`src/rtl/dma_copier_if.sv`:
```
// Toggle-handshake bus between the copy engine (master) and a memory responder (slave).
// A transaction is outstanding while bus_run != bus_done.
interface dma_copier_if #(
  parameter int ADDR_W = 16,
  parameter int DATA_W = 16
);
  logic [ADDR_W-1:0] bus_addr;
  logic [1:0]        bus_cmd;
  logic              bus_run;
  logic [DATA_W-1:0] bus_wr_data;
  logic [DATA_W-1:0] bus_rd_data;
  logic              bus_done;

  modport master (
    output bus_addr, bus_cmd, bus_run, bus_wr_data,
    input  bus_rd_data, bus_done
  );

  modport slave (
    input  bus_addr, bus_cmd, bus_run, bus_wr_data,
    output bus_rd_data, bus_done
  );
endinterface

```
`src/rtl/dma_copier.sv`:
```
// Word-by-word memory copy engine: read src+i, write dst+i, over a toggle-handshake bus.
// Abort is honoured only when the outstanding transaction has completed.
module dma_copier #(
  parameter int ADDR_W = 16,
  parameter int DATA_W = 16
) (
  input  logic              clk,
  input  logic              reset_n,
  input  logic              start,
  input  logic              abort,
  input  logic [ADDR_W-1:0] src_addr,
  input  logic [ADDR_W-1:0] dst_addr,
  input  logic [15:0]       length,
  output logic              busy,
  output logic              done_pulse,
  output logic [15:0]       count,
  dma_copier_if.master      bus
);

  typedef enum logic [1:0] {S_IDLE, S_RD_WAIT, S_WR_WAIT, S_DONE} state_t;

  localparam logic [1:0] CMD_NOP   = 2'b00;
  localparam logic [1:0] CMD_READ  = 2'b01;
  localparam logic [1:0] CMD_WRITE = 2'b10;

  state_t            r_state,   w_next_state;
  logic [ADDR_W-1:0] r_src,     w_src;
  logic [ADDR_W-1:0] r_dst,     w_dst;
  logic [15:0]       r_len,     w_len;
  logic [15:0]       r_count,   w_count;
  logic [ADDR_W-1:0] r_addr,    w_addr;
  logic [1:0]        r_cmd,     w_cmd;
  logic              r_run,     w_run;
  logic [DATA_W-1:0] r_wr_data, w_wr_data;

  logic              w_complete;
  logic [15:0]       w_count_inc;

  assign w_complete  = (r_run == bus.bus_done);
  assign w_count_inc = r_count + 16'd1;

  // NOTE: every signal gets its hold value first, so no path leaves one unassigned (no latches).
  always_comb begin
    w_next_state = r_state;
    w_src        = r_src;
    w_dst        = r_dst;
    w_len        = r_len;
    w_count      = r_count;
    w_addr       = r_addr;
    w_cmd        = r_cmd;
    w_run        = r_run;
    w_wr_data    = r_wr_data;

    unique case (r_state)
      S_IDLE: begin
        if (start) begin
          w_src   = src_addr;
          w_dst   = dst_addr;
          w_len   = length;
          w_count = '0;
          if (length != 16'd0) begin
            w_addr       = src_addr;
            w_cmd        = CMD_READ;
            w_run        = ~r_run;
            w_next_state = S_RD_WAIT;
          end else begin
            w_next_state = S_DONE;
          end
        end
      end

      S_RD_WAIT: begin
        if (w_complete) begin
          if (abort) begin
            w_next_state = S_DONE;
          end else begin
            w_wr_data    = bus.bus_rd_data;
            w_addr       = r_dst + ADDR_W'(r_count);
            w_cmd        = CMD_WRITE;
            w_run        = ~r_run;
            w_next_state = S_WR_WAIT;
          end
        end
      end

      S_WR_WAIT: begin
        if (w_complete) begin
          w_count = w_count_inc;
          if (w_count_inc == r_len || abort) begin
            w_next_state = S_DONE;
          end else begin
            w_addr       = r_src + ADDR_W'(w_count_inc);
            w_cmd        = CMD_READ;
            w_run        = ~r_run;
            w_next_state = S_RD_WAIT;
          end
        end
      end

      S_DONE: begin
        w_cmd        = CMD_NOP;
        w_next_state = S_IDLE;
      end

      default: w_next_state = S_IDLE;
    endcase
  end

  // NOTE: sequential state uses non-blocking assignments so all registers update together.
  always_ff @(posedge clk or negedge reset_n) begin
    if (!reset_n) begin
      r_state   <= S_IDLE;
      r_src     <= '0;
      r_dst     <= '0;
      r_len     <= '0;
      r_count   <= '0;
      r_addr    <= '0;
      r_cmd     <= CMD_NOP;
      r_run     <= 1'b0;
      r_wr_data <= '0;
    end else begin
      r_state   <= w_next_state;
      r_src     <= w_src;
      r_dst     <= w_dst;
      r_len     <= w_len;
      r_count   <= w_count;
      r_addr    <= w_addr;
      r_cmd     <= w_cmd;
      r_run     <= w_run;
      r_wr_data <= w_wr_data;
    end
  end

  assign busy            = (r_state != S_IDLE);
  assign done_pulse      = (r_state == S_DONE);
  assign count           = r_count;
  assign bus.bus_addr    = r_addr;
  assign bus.bus_cmd     = r_cmd;
  assign bus.bus_run     = r_run;
  assign bus.bus_wr_data = r_wr_data;

endmodule

```
`src/flat_wrapper.sv`:
```
// flat-port wrapper written by rule: the top's interface ports become plain ports
module dma_copier_flat 
#(
  parameter int ADDR_W = 16,
  parameter int DATA_W = 16
)
  (clk, reset_n, start, abort, src_addr, dst_addr, length, busy, done_pulse, count, bus_bus_addr, bus_bus_cmd, bus_bus_run, bus_bus_wr_data, bus_bus_rd_data, bus_bus_done);
  dma_copier_if #(.ADDR_W(ADDR_W), .DATA_W(DATA_W)) bus_i ();
  input  logic clk;
  input  logic reset_n;
  input  logic start;
  input  logic abort;
  input  logic [ADDR_W-1:0] src_addr;
  input  logic [ADDR_W-1:0] dst_addr;
  input  logic [15:0] length;
  output logic busy;
  output logic done_pulse;
  output logic [15:0] count;
  output wire logic [$bits(bus_i.bus_addr)-1:0] bus_bus_addr;
  output wire logic [$bits(bus_i.bus_cmd)-1:0] bus_bus_cmd;
  output wire logic [$bits(bus_i.bus_run)-1:0] bus_bus_run;
  output wire logic [$bits(bus_i.bus_wr_data)-1:0] bus_bus_wr_data;
  input wire logic [$bits(bus_i.bus_rd_data)-1:0] bus_bus_rd_data;
  input wire logic [$bits(bus_i.bus_done)-1:0] bus_bus_done;
  assign bus_bus_addr = bus_i.bus_addr;
  assign bus_bus_cmd = bus_i.bus_cmd;
  assign bus_bus_run = bus_i.bus_run;
  assign bus_bus_wr_data = bus_i.bus_wr_data;
  assign bus_i.bus_rd_data = bus_bus_rd_data;
  assign bus_i.bus_done = bus_bus_done;
  dma_copier #(.ADDR_W(ADDR_W), .DATA_W(DATA_W)) u_core (.clk(clk), .reset_n(reset_n), .start(start), .abort(abort), .src_addr(src_addr), .dst_addr(dst_addr), .length(length), .busy(busy), .done_pulse(done_pulse), .count(count), .bus(bus_i));
endmodule
```
`config.mk`:
```
export PLATFORM = sky130hd
export DESIGN_NAME = dma_copier_flat
export DESIGN_NICKNAME = d
export VERILOG_FILES = /design/src/rtl/dma_copier_if.sv /design/src/rtl/dma_copier.sv /design/src/flat_wrapper.sv
export SDC_FILE = /design/constraint.sdc
export NUM_CORES = 1
export LEC_CHECK = 0
export ABC_AREA = 1
export BUFFER_PORTS_ARGS = -buffer_cell sky130_fd_sc_hd__buf_4
export CORE_MARGIN = 2
export CORE_UTILIZATION = 40
export DETAILED_ROUTE_END_ITERATION = 10
export PLACE_DENSITY = 0.63
export SYNTH_ARGS = -nofsm -noshare
export SYNTH_HDL_FRONTEND = slang
export SYNTH_SLANG_ARGS = --single-unit
export TNS_END_PERCENT = 1
```
`constraint.sdc`:
```
create_clock -name clk -period 2.6 [get_ports clk]
set_input_delay 0.13 -clock clk [delete_from_list [all_inputs] [get_ports clk]]
set_output_delay 0.13 -clock clk [all_outputs]
set_load 0.02 [all_outputs]
```
Word level (Yosys, flattened, before mapping)
Index checks and enable logic that the tools add are counted.

Bits in registers: 101. Input port bits: 69. Output and inout port bits: 53. Logic and storage cells: 68.

$add $sub $neg: 3. Equality and inequality tests: 11. Multiplexer cells: 31. Bitwise operators: 2. Reductions and logical operators: 12.

Operator list (count): $mux 16 (8); $pmux 16 s3 (1); $add 16x16->16 (2); $pmux 16 s2 (1); $mux 2 (11); $add 16x1->16 const B (1); $eq 16x16->1 (1); $pmux 2 s4 (2); $reduce_bool 16->1 (1); $reduce_and 3->1 (3); $mux 1 (7); $reduce_and 7->1 (1); $ne 2x1->1 const B (3); $ne 2x2->1 const B (3); $reduce_and 6->1 (1); $eq 2x2->1 const B (2); $reduce_bool 2->1 (2); $pmux 1 s3 (1); $reduce_bool 3->1 (1); $eq 2x1->1 const B (1); $logic_not 2->1 (1); $not 1->1 (2); $reduce_and 2->1 (1); $eq 1x1->1 (1); $logic_or 1x1->1 (1).

Logic depth before layout (Yosys ltp)
Gate-level depths: netlist (run 1).

Depth after elaboration: 6. Gate-level depth with buffers: 23. Depth with buffers taken out: 23.

Worst setup path after synthesis (run 1)
Ideal clock, no wire load.

Path kind: flip-flop to flip-flop. From: register u_core.r_count[1] (netlist: u_core.count[1]). To: register u_core.r_addr[11] (netlist: u_core.bus.bus_addr[11]). Library setup time: 0.117 ns. Arrival time: 2.610 ns. Required time: 2.483 ns. Slack: -0.128 ns. Stages on the path, launching flop included: 20. Path buffers: 0. Clock period less this slack: 2.728 ns. Cells stage by stage: dfrtp_1 -> ha_1 -> nand3_1 -> nor2_1 -> nand2_1 -> nand2_1 -> inv_1 -> ha_1 -> nand2_1 -> nor2_1 -> nand2_1 -> nand2_1 -> a21oi_1 -> or2_2 -> nand2_1 -> nand2_1 -> nand2_1 -> nand2_1 -> nand4_1 -> nand2_1.

Longest elaborated chain between the ends: 5. Elaborated cells between the ends (all ways): 12. Classes of those cells: 3 x add/sub; 2 x eq/ne; 5 x mux; 2 x reduce/logical.

Ends and longest elaborated chain: start: declaration (line dma_copier.sv:30) `logic [15:0] r_count, w_count;`; start signal: assignment (line dma_copier.sv:126) `r_count <= w_count;`; $add 16x1->16 (line dma_copier.sv:40) `assign w_count_inc = r_count + 16'd1;`; $add 16x16->16 or $eq 16x16->1 (tied branches) (line dma_copier.sv:92, dma_copier.sv:89); $mux 16 or $logic_or 1x1->1 (tied branches) (line dma_copier.sv:89) `if (w_count_inc == r_len || abort) begin`; $mux 16 or $ne 2x2->1 (tied branches); $pmux 16 s3 or $reduce_and 7->1 (tied branches); end signal: assignment (line dma_copier.sv:127) `r_addr <= w_addr;`; end: declaration (line dma_copier.sv:31) `logic [ADDR_W-1:0] r_addr, w_addr;`.

Several ways; a longest one is shown, not always the timed one. The select of a mux whose other input is x is not followed. A chain may end at the register's enable or synchronous reset.

Final worst setup path (run 1)
From: register u_core.r_count[1] (netlist: u_core.count[1]). To: register u_core.r_addr[14] (netlist: u_core.bus.bus_addr[14]).

The elaborated chain is that of the path after synthesis.

==> impl_metrics.tcl, run 1 <==
set metrics [dict create \
    status "finished with violations" \
    violations "negative setup slack" \
    synth_top_family_by_area "simple AND/OR/NAND/NOR gates" \
    synthCells 863 \
    min_from "src_addr[9]" \
    cp-end-kind "register" \
    synth_nets 973 \
    grt_max_degree 69 \
    synth.area.top_cells "dfrtp_1 38%, nand2_1 15%, mux2_2 7.5%, ha_1 7.3%, inv_1 4.9%" \
    setup_violations 1 \
    r2r_slack_ns -0.03 \
    final_nets 1227 \
    layout_min_cycle_time_ns 2.63 \
    cts_made_buffers 9 \
    crit_top_cell "nand2_1" \
    yosysSeqAreaShare_pct 38.0 \
    drv_cap 0 \
    max_stage_delay_ns 0.43 \
    hp-class "input pin to register" \
    ys.flop_type "dfrtp_1" \
    utilization_pct 59.5 \
    drt_first_pass_iters 5 \
    relSlewSlack_pct 62.9 \
    layout_commonest_cell "buf_4" \
    initial_core_util_pct 40.5 \
    grt_pass1_wl_um 33300 \
    cp.arrival_ns 2.88 \
    hpwl_um 15700 \
    dp_slack_ns -0.237 \
    portBuffers 121 \
    drc 0 \
    fmax_ghz 0.381 \
    rows 47 \
    final_cells 1342 \
    clk_path_buf_depth 2 \
    synth.distinct_cells 39 \
    cp_max_fo 3 \
    fin_skew_ns 0.0117 \
    drtIter0Drc 452 \
    maxSlewViolCount 0 \
    rsz0062_at_grt "true" \
    post-route-period-util_pct 101 \
    worstPathCellList "buf_6 > nand3_4 > nor2_4 > buf_6 > nand4_1 > nand2_2 > inv_2 > ha_4 > buf_6 > nand4_1 > buf_4 > nor2_4 > nor2_2 > nand2_1 > nand2_1 > nand3_2 > nand2_2 > nand2_1 > nand2_1 > nand4_1 > nand2_1" \
    min_path_cells 2 \
    grt-ovfl-total 0 \
    antenna_cells 0 \
    synth_top_area_share_pct 38.0 \
    wl_um 21300 \
    path_clk_slew_ns 0.08 \
    synth_xor_xnor_area_share_pct 1.88 \
    die_w_um 133 \
    mostFrequentLayoutCells "223 x buf_4, 222 x nand2_1, 95 x dfrtp_1" \
    worst_slack_ns -0.0272 \
    tns_ns -0.0272 \
    synth-simple-area-share_pct 28.5 \
    ys_warn_count 0 \
    cpMaxStageDelayCell "dfrtp_2" \
    muxShareOfSynthArea_pct 7.46 \
    wl_per_cell_um 15.8 \
    die_area_um2 17700 \
    fin_area_um2 9770 \
    gp_congestion 0.956 \
    clk_latency_ns 0.36 \
    htree_num_levels 3 \
    cts.sinks 101 \
    die_h_um 133 \
    reg2reg_depth 21 \
    worst_pin_slew_ns 0.557 \
    area_growth_syn_to_layout_pct 47.1 \
    path_class "register to register" \
    drive_above_1_share_pct 37.9 \
    r2r-start "u_core.count[1]" \
    crit_family "simple AND/OR/NAND/NOR gates" \
    cts_root_buf "clkbuf_16" \
    worst-path-buf-inv 5 \
    syn_area_per_cell_um2 7.70 \
    hold_end "u_core.r_src[9]" \
    ant_nets 0 \
    synth_adder_area_share_pct 7.95 \
    async_reset_ff_share_pct 100 \
    rr_endpoint "u_core.bus.bus_addr[14]" \
    dr_total_vias 6746 \
    ir_drop_uv 668 \
    power_leakage_nw 4.91 \
    globalRouteTotalUtil_pct 23.9 \
    dp.cells 1274 \
    syn_area_um2 6640 \
    ios 122 \
    cts_tree "yes" \
    fin_hold_ws_ns 0.00696 \
    synth_seq_cells 101 \
    post_dp_cell_area_um2 8450 \
    synth_edf_count 0 \
    vias_per_cell 5.03 \
    startpoint_type "register" \
    critPathRequiredTime_ns 2.85 \
    p_total_mw 9.46 \
    synth_compound_area_share_pct 9.47 \
    fillers 1521 \
    hold_violations 0 \
    p_per_area_nw_per_um2 968 \
    coreArea_um2 16400 \
    yosysTopAreaCell "dfrtp_1" \
    antenna_found_initial 0 \
    grt_pass1_vias 6484 \
]
[sequential cells by signal, indices dropped and copies added, names as in the netlist]
| name | cells |
|---|---|
| u_core.bus.bus_addr | 16 |
| u_core.r_len | 16 |
| u_core.r_src | 16 |
| u_core.count | 16 |
| u_core.bus.bus_cmd | 2 |
| u_core.r_dst | 16 |
| u_core.r_state | 2 |
| u_core.bus.bus_run | 1 |
| u_core.bus.bus_wr_data | 16 |
[worst reg2reg max path, stage by stage (launching register included)]
cell and delay, ns:
dfrtp_2 0.43, buf_6 0.12, nand3_4 0.09, nor2_4 0.14
buf_6 0.11, nand4_1 0.11, nand2_2 0.11, inv_2 0.06
ha_4 0.29, buf_6 0.09, nand4_1 0.17, buf_4 0.20
nor2_4 0.07, nor2_2 0.05, nand2_1 0.06, nand2_1 0.06
nand3_2 0.06, nand2_2 0.04, nand2_1 0.05, nand2_1 0.07
nand4_1 0.09, nand2_1 0.05
[worst max path at each step]
stage | startpoint | to | slack, ns | cells after the start
finish | u_core.count[1] | u_core.bus.bus_addr[14] | -0.03 | 21
global route | u_core.count[1] | u_core.bus.bus_addr[15] | -0.15 | 21
global placement | u_core.count[0] | u_core.bus.bus_addr[11] | -0.20 | 20
detailed placement | u_core.count[0] | u_core.bus.bus_addr[11] | -0.24 | 19
CTS | u_core.count[1] | u_core.bus.bus_addr[11] | -0.03 | 20
floorplan | u_core.count[1] | u_core.bus.bus_addr[11] | 0.006 | 19
[metal layers]
layer / share of wire, % / global-route usage, %
met3: 4.6 / 4.48
met2: 49 / 40.7
met4: 1.9 / 5.26
met1: 45 / 31.9
met5: 0 / 0
[cell usage after synthesis (2+ instances only)]
| library cell | instances |
|---|---|
| nand2_1 | 259 |
| dfrtp_1 | 101 |
| inv_1 | 86 |
| nand3_1 | 63 |
| nor2_1 | 55 |
| o21ai_0 | 53 |
| mux2_2 | 44 |
| a21oi_1 | 43 |
| ha_1 | 39 |
| nand4_1 | 26 |
| clkbuf_1 | 12 |
| nand3b_1 | 10 |
| o22ai_1 | 8 |
| xor2_1 | 7 |
| nand2_2 | 6 |
| a31oi_1 | 5 |
| buf_1 | 5 |
| or2_2 | 5 |
| a21o_1 | 3 |
| clkinv_1 | 3 |
| inv_2 | 3 |
| nor4_1 | 3 |
| buf_6 | 2 |
| fa_1 | 2 |
| nor2_2 | 2 |
| nor2_4 | 2 |
| nor3_1 | 2 |
| o21bai_1 | 2 |
| xnor2_1 | 2 |
[timing repair]
item,CTS,global route
buffers inserted,6,15
hold endpoints to repair,67,1
gates cloned,0,0
hold buffers,30,1
endpoints found under the setup margin,18,20
gates resized for setup,31,105
pin swaps,5,55
[area by class of cell]
cell class / instances / area, µm² / area share (%)
multi-input cells: 649 / 4220 / 43.2
well taps: 220 / 275 / 2.82
inverters: 92 / 345 / 3.53
clock inverters: 6 / 53.8 / 0.551
clock buffers: 10 / 229 / 2.34
repair buffers: 264 / 2110 / 21.6
flip-flops and latches: 101 / 2530 / 25.9
[cells by family after synthesis]
logic type | Yosys count
XOR/XNOR | 11
buffers and inverters | 113
AO/OA/AOI/OAI | 118
multiplexers | 44
flip-flops | 101
AND/OR/NAND/NOR | 435
adder cells (fa/ha/maj) | 41
[power breakdown]
part | internal, mW | total (mW) | switching [mW]
clock | 0.672 | 1.35 | 0.681
sequential | 2.25 | 2.82 | 0.568
combinational | 2.31 | 5.28 | 2.98
total | 5.23 | 9.46 | 4.23
No activity file was read; power rests on OpenSTA's default activity.
==> run 2, diff against run 1 <==
HOLD_SLACK_MARGIN = 0.08   (was unset)
==> run 2 against run 1 <==
Net effect: the flow still finishes with violations (negative setup slack); first-iteration DRC count fell by 6.2%; total power rose by 0.26%; non-clock buffer count rose by 31; core utilization rose by 1.8 points; worst setup slack improved by 0.00091 ns; via count rose by 1.8%; maximum frequency barely moved; highest routed layer unchanged.
==> impl_metrics.tcl, run 2 (synthesis gave the netlist of run 1 again) <==
set metrics [dict create \
    status "finished with violations" \
    violations "negative setup slack" \
    relSlewSlack_pct 62.9 \
    layout_min_cycle_time_ns 2.63 \
    clk_path_buf_depth 2 \
    cp-end-kind "register" \
    wl_um 21800 \
    layout_commonest_cell "nand2_1" \
    p_per_area_nw_per_um2 942 \
    initial_core_util_pct 40.5 \
    wl_per_cell_um 15.8 \
    utilization_pct 61.4 \
    drc 0 \
    coreArea_um2 16400 \
    area_growth_syn_to_layout_pct 51.5 \
    path_clk_slew_ns 0.08 \
    drtIter0Drc 424 \
    die_area_um2 17700 \
    dr_total_vias 6868 \
    cp.arrival_ns 2.88 \
    final_nets 1258 \
    grt_pass1_wl_um 34200 \
    fin_hold_ws_ns 0.0946 \
    antenna_cells 0 \
    p_total_mw 9.48 \
    grt_pass1_vias 6654 \
    hpwl_um 15700 \
    grt_max_degree 69 \
    drive_above_1_share_pct 36.0 \
    path_class "register to register" \
    post_dp_cell_area_um2 8450 \
    maxSlewViolCount 0 \
    rsz0062_at_grt "true" \
    drt_first_pass_iters 5 \
    hp-class "input pin to register" \
    mostFrequentLayoutCells "225 x nand2_1, 221 x buf_4, 95 x dfrtp_1" \
    rows 47 \
    fin_area_um2 10100 \
    startpoint_type "register" \
    vias_per_cell 5.00 \
    portBuffers 121 \
    globalRouteTotalUtil_pct 24.6 \
    cts_root_buf "clkbuf_16" \
    cts_tree "yes" \
    die_w_um 133 \
    ir_drop_uv 657 \
    setup_violations 1 \
    power_leakage_nw 5.03 \
    die_h_um 133 \
    antenna_found_initial 0 \
    fillers 1488 \
    ant_nets 0 \
    cts_made_buffers 9 \
    crit_top_cell "nand2_1" \
    fin_skew_ns 0.0110 \
    post-route-period-util_pct 101 \
    hold_violations 0 \
    fmax_ghz 0.381 \
    cp_max_fo 3 \
    htree_num_levels 3 \
    cts.sinks 101 \
    worstPathCellList "buf_6 > nand3_4 > nor2_4 > buf_6 > nand4_1 > nand2_2 > inv_2 > ha_4 > buf_6 > nand4_1 > buf_4 > nor2_4 > nor2_2 > nand2_1 > nand2_1 > nand3_2 > nand2_2 > nand2_1 > nand2_1 > nand4_1 > nand2_1" \
    ios 122 \
    drv_cap 0 \
    cpMaxStageDelayCell "dfrtp_2" \
    clk_latency_ns 0.36 \
    critPathRequiredTime_ns 2.85 \
    worst_pin_slew_ns 0.556 \
    worst_slack_ns -0.0263 \
    max_stage_delay_ns 0.43 \
    grt-ovfl-total 0 \
    gp_congestion 0.956 \
]
-- run 2: changes by cell type in the layout (fill, tap and decap cells not counted), moves of 2 or more --
cell           delta
nand2_1           +3
dlygate4sd3_1    +34
nand2_2           -3
buf_4             -2
-- run 2: critical path: cells and delay by family (launching register included) --
family,cells,cell delay [ns]
adders and majority gates,1,0.29
buffers and inverters,5,0.58
DFF,1,0.43
and+or+nand+nor,15,1.23
-- run 2: layout make-up --
class / count / area [µm²] / area share (%)
clock inverters: 6 / 53.8 / 0.534
repair buffers: 295 / 2430 / 24.1
well taps: 220 / 275 / 2.73
flip-flops and latches: 101 / 2530 / 25.2
inverters: 92 / 345 / 3.43
multi-input cells: 649 / 4200 / 41.7
clock buffers: 10 / 229 / 2.27
-- run 2: path summary, 6_finish.rpt --
path | endpoint | startpoint | slack (ns) | cells after the start
max | u_core.bus.bus_addr[14] | u_core.count[1] | -0.03 | 21
min | u_core.r_state[0] | abort | 0.09 | 3
max reg2reg | u_core.bus.bus_addr[14] | u_core.count[1] | -0.03 | 21
min reg2reg | u_core.bus.bus_addr[8] | u_core.bus.bus_addr[8] | 0.48 | 2
max in group asynchronous | u_core.r_src[13] | reset_n | 1.57 | 3
min in group asynchronous | u_core.r_len[9] | reset_n | 0.29 | 2
-- run 2: per-layer routing --
layer	global-route usage, %	wire length, µm	vias to the layer above
met3	4.44	1120	23
li1	-	-	3431
met5	0	0	-
met2	42.5	10800	170
met1	32.4	9440	3244
met4	5.32	390	0
-- run 2: through the flow --
step | setup WS (ns) | cells | setup TNS [ns]
after floorplan | 0.00553 | 863 | 0
after global placement | -0.200 | 1274 | -1.02
after detailed placement | -0.237 | 1274 | -1.51
after CTS | -0.0311 | 1361 | -0.0704
after global routing | -0.185 | 1373 | -1.48
final | -0.0263 | 1373 | -0.0263
-- run 2: power by group --
part           total [mW]  internal (mW)  switching (mW)  leakage (nW)
clock                1.35          0.672           0.678         0.141
sequential           2.83           2.25           0.580          1.25
combinational        5.30           2.32            2.98          3.64
-- run 2: timing repair --
item / 4_1_cts / 5_1_grt
setup endpoints to repair: 18 / 20
setup buffers: 6 / 12
hold buffers: 65 / 0
endpoints found under the hold margin: 102 / 0
pin swaps: 5 / 47
gates resized for setup: 31 / 95
